`src/rtl/midi_preset_ctrl.sv`:
```
// ============================================================================
// Module   : midi_preset_ctrl
// Purpose  : Preset-button MIDI controller. Buttons send learned or default CC
//            messages; learn mode captures an incoming message into a slot.
// Revision : 1.0 - initial release
// ============================================================================
`default_nettype none

module midi_preset_ctrl #(
  parameter int BUTTONS  = 4,
  parameter int CHANNEL  = 0,
  parameter int FIRST_CC = 46,
  parameter int TOGGLE   = 1
) (
  input  logic               clk,
  input  logic               rst,
  input  logic [BUTTONS-1:0] btn_press,
  input  logic               learn,
  input  logic               rx_valid,
  input  logic [7:0]         rx_status,
  input  logic [7:0]         rx_data1,
  input  logic [7:0]         rx_data2,
  input  logic [1:0]         rx_len,
  output logic               tx_valid,
  output logic [7:0]         tx_status,
  output logic [7:0]         tx_data1,
  output logic [7:0]         tx_data2,
  output logic [1:0]         tx_len,
  input  logic               tx_ready,
  output logic [BUTTONS-1:0] learned,
  output logic               armed
);

  localparam int         IW           = (BUTTONS > 1) ? $clog2(BUTTONS) : 1;
  localparam logic [7:0] c_def_status = 8'hB0 | 8'(CHANNEL & 15);
  localparam logic [6:0] c_first_cc   = 7'(FIRST_CC % 128);

  typedef enum logic [1:0] {
    IDLE = 2'd0,
    ARM  = 2'd1,
    SEND = 2'd2
  } state_t;

  state_t r_state;
  state_t w_next;

  logic [7:0]         r_tx_status, r_tx_data1, r_tx_data2;
  logic [1:0]         r_tx_len;
  logic [BUTTONS-1:0] r_learned;
  logic [BUTTONS-1:0] r_toggle;
  logic [IW-1:0]      r_target;
  logic [IW-1:0]      r_sel;

  // Slot contents are deliberately unreset; learned qualifies them.
  logic [7:0] r_slot_status [BUTTONS];
  logic [7:0] r_slot_data1  [BUTTONS];
  logic [7:0] r_slot_data2  [BUTTONS];
  logic [1:0] r_slot_len    [BUTTONS];

  logic          w_btn_any;
  logic [IW-1:0] w_btn_idx;
  logic          w_store;
  logic [IW-1:0] w_store_idx;
  logic [7:0]    w_def_data1;
  logic [7:0]    w_def_data2;

  // Lowest pressed index wins; scanning downward leaves it as the final value.
  always_comb begin
    w_btn_idx = '0;
    for (int i = BUTTONS - 1; i >= 0; i--) begin
      if (btn_press[i]) w_btn_idx = IW'(i);
    end
  end

  assign w_btn_any   = |btn_press;
  assign w_store     = (r_state == ARM) && learn && rx_valid && (rx_len != 2'd0);
  assign w_store_idx = w_btn_any ? w_btn_idx : r_target;
  assign w_def_data1 = {1'b0, c_first_cc + 7'(w_btn_idx)};
  assign w_def_data2 = ((TOGGLE != 0) && r_toggle[w_btn_idx]) ? 8'd0 : 8'd127;

  always_ff @(posedge clk) begin
    if (rst) r_state <= IDLE;
    else     r_state <= w_next;
  end

  always_comb begin
    w_next = r_state;
    case (r_state)
      IDLE: if (w_btn_any) w_next = learn ? ARM : SEND;
      ARM: begin
        if (!learn)       w_next = IDLE;
        else if (w_store) w_next = IDLE;
      end
      SEND:    if (tx_ready) w_next = IDLE;
      default: w_next = IDLE;
    endcase
  end

  always_ff @(posedge clk) begin
    if (rst) begin
      r_tx_status <= '0;
      r_tx_data1  <= '0;
      r_tx_data2  <= '0;
      r_tx_len    <= '0;
      r_learned   <= '0;
      r_toggle    <= '0;
      r_target    <= '0;
      r_sel       <= '0;
    end else begin
      if ((r_state == IDLE) && !learn && w_btn_any) begin
        r_sel <= w_btn_idx;
        if (r_learned[w_btn_idx]) begin
          r_tx_status <= r_slot_status[w_btn_idx];
          r_tx_data1  <= r_slot_data1[w_btn_idx];
          r_tx_data2  <= r_slot_data2[w_btn_idx];
          r_tx_len    <= r_slot_len[w_btn_idx];
        end else begin
          r_tx_status <= c_def_status;
          r_tx_data1  <= w_def_data1;
          r_tx_data2  <= w_def_data2;
          r_tx_len    <= 2'd3;
        end
      end
      if (((r_state == IDLE) || (r_state == ARM)) && learn && w_btn_any)
        r_target <= w_btn_idx;
      if (w_store) begin
        r_learned[w_store_idx] <= 1'b1;
        r_toggle[w_store_idx]  <= 1'b0;
      end
      if ((r_state == SEND) && tx_ready && (TOGGLE != 0))
        r_toggle[r_sel] <= ~r_toggle[r_sel];
    end
  end

  always_ff @(posedge clk) begin
    if (w_store) begin
      r_slot_status[w_store_idx] <= rx_status;
      r_slot_data1[w_store_idx]  <= rx_data1;
      r_slot_data2[w_store_idx]  <= rx_data2;
      r_slot_len[w_store_idx]    <= rx_len;
    end
  end

  assign armed     = (r_state == ARM);
  assign tx_valid  = (r_state == SEND);
  assign tx_status = r_tx_status;
  assign tx_data1  = r_tx_data1;
  assign tx_data2  = r_tx_data2;
  assign tx_len    = r_tx_len;
  assign learned   = r_learned;

endmodule

`default_nettype wire

```
`config.mk`:
```
export PLATFORM = sky130hd
export DESIGN_NAME = midi_preset_ctrl
export DESIGN_NICKNAME = d
export VERILOG_FILES = /design/src/rtl/midi_preset_ctrl.sv
export SDC_FILE = /design/constraint.sdc
export NUM_CORES = 1
export LEC_CHECK = 0
export ABC_AREA = 0
export CAP_MARGIN = 40
export CORE_MARGIN = 4
export CORE_UTILIZATION = 55
export DETAILED_ROUTE_END_ITERATION = 10
export GPL_TIMING_DRIVEN = 0
export PLACE_DENSITY = 0.77
export SKIP_LAST_GASP = 1
export SLEW_MARGIN = 20
export SYNTH_ARGS = -nofsm -noshare
export SYNTH_HDL_FRONTEND = slang
export SYNTH_SLANG_ARGS = --single-unit
```
`constraint.sdc`:
```
create_clock -name clk -period 7.71 [get_ports clk]
set_input_delay 1.542 -clock clk [delete_from_list [all_inputs] [get_ports clk]]
set_output_delay 1.542 -clock clk [all_outputs]
set_load 0.05 [all_outputs]
```
==> summary.txt <==
Run status
  – Status: finished, final reports clean

Drt
  – WL/cell: 20.68 µm
  – DRC: 0
  – Iteration count of the initial detailed-routing pass: 5
  – DRT Wirelength: 11,850 µm
  – Vias: 3,351
  – DR iter-0 viols: roughly 230
  – ANT nets after route: 0
  – Vias per cell: ~5.8

Critical path
  – FF-to-FF setup slack: ~5.5 ns
  – CP Max Fanout: 5
  – CP cell instances: nor2b_1, clkdlybuf4s50_1
  – Worst reg2reg path startpoint: r_state[1]$_SDFFE_PP0P_
  – CP endpoint kind: output pin
  – CP Data Arrival Time: 1.99 ns
  – Slowest CP cell: clkdlybuf4s50_1
  – R2R Path End: r_slot_status[0][5]$_DFFE_PP_
  – Critical path's largest stage delay: between 0.8 and 0.9 ns
  – Worst Path Required: 6.17 ns
  – R2R cell count: 4
  – CP Class: flip-flop to output pin
  – Critical Path Source Type: flip-flop

Hold path
  – Hold Crit Depth: 2
  – Worst hold start: tx_data2[6]$_SDFFE_PP0P_
  – Worst hold path class: flip-flop to flip-flop
  – Hold Path Sink: tx_data2[6]$_SDFFE_PP0P_

Power and ir drop
  – Clk pwr share: between 40% and 50%
  – Worst VDD drop: 0.0001694 V
  – Int Power: 1.399 mW
  – Cell leakage power: 2.433 nW
  – Switching Power: 0.4102 mW
  – Comb power frac: 8.6%
  – Pwr dens: 259.0 nW/µm²
  – Reg power frac: 47.1%
  – Switching share of power: roughly 23%

Die
  – Core area: 9774 µm²
  – FP Rows: 36
  – Die Wd: 108.1 µm
  – Initial core utilization: 56.40%
  – Boundary Pins: 67
  – Die Footprint: 11,690 µm²
  – Die Span Y: 108.1 µm

Synthesis
  – Mapped cell area: 5513 µm²
  – Sequential fraction of the synthesis area: 71.18%
  – Yosys warning count: 0
  – Syn Area/Cell: 16.31 µm²
  – Synthesized Nets: 373
  – Synth Register Bits: 144
  – Distinct cells, synth: 51
  – Cells after synthesis: between 300 and 400
  – Post-synthesis async set-or-reset flop share: 0%
  – EDFF count, synth: 104
  – Synth Flop Type: edfxtp_1

Layout
  – Design Area, Final: 6987 µm²
  – Non-filler instance count after layout: 573
  – Fraction of layout instances using a drive strength above 1: 19.09%
  – Area Growth Syn to Fin: 26.74%
  – Final Util: 71.48%
  – ANT cells: 0
  – Layout net count: approximately 460
  – Seq. cell area: 3924 µm²
  – Fillers: 648
  – Multi-input logic area: 1449 µm²

STA
  – Max_slew headroom: 50.25%
  – Worst Tran Pin Value: ~0.74 ns
  – Max Fclk: 0.2835 GHz
  – Post-route clock period utilization: between 40% and 50%
  – Worst Skew: 0.008688 ns
  – WHS: 0.4706 ns
  – RSZ-0062 raised after global routing: no
  – Final worst path period need: 3.528 ns
  – Fin. Hold Viols: 0
  – # setup viols final: 0
  – TNS Setup: 0 ns
  – Max Slew Vio Count: 0

Clock tree
  – Clock sinks: 144
  – Resized Gates After CTS: 0
  – Clock buffer count from CTS: 17
  – CTS Hold Bufs: 0
  – H-tree levels: 4
  – Clock root buffer: clkbuf_8
  – Post-CTS Setup Inserts: 0
  – Clk buf depth: 2
  – Clock latency on the worst-skew pair: 0.52 ns
  – CTS tree: built
  – Clk pin slew, worst setup/hold paths: approximately 0.060 ns

Global route
  – Met3 GRT Util: 5.851%
  – Initial antenna violation count: 0
  – First-pass GRT wire length: around 19,000 µm
  – Largest net degree at the start of global routing: 28
  – Grt met1 use: 27.10%
  – GRT busiest layer: met2
  – Total grt overflow: 0
  – Met2 Use GR: around 37%
  – GRT Total Usage: ~22%
  – Via count of the first global-routing pass: approximately 3,500

Flow run
  – MaxCap Viol Count: 0

Placed design
  – I/O Buffers: 65
  – Placed inst area: 6394 µm²
  – Hpwl dp: 7488 µm
  – Placed Cells: 540
  – RD Place Congestion: 0.8233
-- placed cells by master (no fill, tap or decap), types with 3 or more instances in the layout --
master           instances
mux4_1                   5
and2_1                   3
edfxtp_1               104
a21o_1                   5
o21a_1                   4
clkinv_4                 5
clkbuf_16               16
bufinv_16                3
buf_6                    5
clkinv_2                 3
nor2b_1                  3
buf_2                    5
nand3_1                  5
nand2_1                 17
a211o_1                  3
nor2_1                  26
mux4_2                  17
clkbuf_1                 4
a21oi_1                 14
o221a_2                  6
inv_1                    9
dfxtp_1                 40
clkdlybuf4s50_1         65
a22oi_1                 16
buf_4                    3
nor3_1                   4
-- power groups by stage --
stage | clock network (mW) | logic (mW) | registers, mW
2_1_floorplan | 0 | 0.0605 | 0.899
3_3_place_gp | 0 | 0.150 | 0.868
3_5_place_dp | 0 | 0.154 | 0.868
4_1_cts | 0.809 | 0.156 | 0.852
5_1_grt | 0.846 | 0.165 | 0.854
6_report | 0.802 | 0.155 | 0.852
-- synthesized netlist by cell type (2+ instances only) --
| master | count | area share (%) |
|---|---|---|
| edfxtp_1 | 104 | 57 |
| dfxtp_1 | 40 | 15 |
| nor2_1 | 26 | 1.8 |
| mux4_2 | 17 | 6.9 |
| nand2_1 | 17 | 1.2 |
| a22oi_1 | 16 | 2.2 |
| a21oi_1 | 14 | 1.3 |
| inv_1 | 11 | 0.75 |
| o221a_2 | 6 | 1.2 |
| a21o_1 | 5 | 0.68 |
| buf_2 | 5 | 0.45 |
| mux4_1 | 5 | 2.4 |
| nand3_1 | 5 | 0.45 |
| nor3_1 | 4 | 0.36 |
| o21a_1 | 4 | 0.54 |
| a211o_1 | 3 | 0.48 |
| and2_1 | 3 | 0.34 |
| and3b_1 | 3 | 0.48 |
| buf_6 | 3 | 0.61 |
| clkbuf_1 | 3 | 0.20 |
| nor2b_1 | 3 | 0.34 |
| a221oi_1 | 2 | 0.32 |
| a22o_1 | 2 | 0.32 |
| buf_4 | 2 | 0.27 |
| nand2b_1 | 2 | 0.23 |
| nand3b_1 | 2 | 0.27 |
| nand4_1 | 2 | 0.23 |
| nor3b_1 | 2 | 0.27 |
| nor4_1 | 2 | 0.23 |
| o21ai_0 | 2 | 0.18 |
| o22ai_1 | 2 | 0.23 |
| or2_2 | 2 | 0.23 |
-- cell families (layout without fill, tap and decap cells) --
| group | Yosys count | in the layout | share of synthesized area [%] |
|---|---|---|---|
| flip-flops | 144 | 144 | 71.18 |
| multiplexers | 24 | 24 | 9.714 |
| AND/OR/NAND/NOR | 79 | 79 | 7.263 |
| AO/OA/AOI/OAI | 66 | 66 | 9.192 |
| buffers and inverters | 25 | 127 | 2.655 |
-- metal layers --
layer	vias to the layer above	routed length, µm
li1	1509	-
met1	1693	4559
met2	127	6242
met3	22	804
met4	0	244
met5	-	0
-- layout make-up --
class                           instances  area share [%]
Buffer                                 14           1.504
Inverter                               11          0.5910
Clock buffer                           18           5.981
Multi-Input combinational cell        169           20.74
Timing Repair Buffer                   70           10.24
Clock inverter                         14           2.400
Sequential cell                       144           56.16
Tap cell                              133           2.382
-- critical path: cells and delay by family, from the launching register on --
family / cells / cell delay [ns]
buf+inv: 1 / 0.84
flops: 1 / 0.39
simple gates: 1 / 0.24
-- through the flow --
| stage | setup WS [ns] | total power, mW |
|---|---|---|
| 5_1_grt | 4.072 | 1.864 |
| 3_3_place_gp | 0.8796 | 1.018 |
| 2_1_floorplan | 3.207 | 0.9598 |
| 3_5_place_dp | 3.799 | 1.022 |
| 6_report | 4.182 | 1.810 |
| 4_1_cts | 4.165 | 1.817 |
-- worst max path at each step --
stage / startpoint / end / slack (ns) / cells after the start
2_1_floorplan: learn / r_toggle[0]$_SDFF_PP0_ / 3.21 / 5
3_3_place_gp: btn_press[2] / r_slot_status[0][6]$_DFFE_PP_ / 0.88 / 5
3_5_place_dp: learn / tx_data2[7]$_SDFFE_PP0P_ / 3.80 / 6
4_1_cts: r_state[1]$_SDFFE_PP0P_ / tx_valid / 4.17 / 2
5_1_grt: r_state[1]$_SDFFE_PP0P_ / tx_valid / 4.07 / 2
6_report: r_state[1]$_SDFFE_PP0P_ / tx_valid / 4.18 / 2
-- flip-flops by register name, indices dropped and copies added, names as in the netlist, 4 cells and up --
name,cells
r_slot_data1,32
r_slot_status,32
tx_status,8
learned,4
tx_data2,8
tx_data1,8
r_toggle,4
r_slot_data2,32
r_slot_len,8
Power figures use the tool's default switching activity.
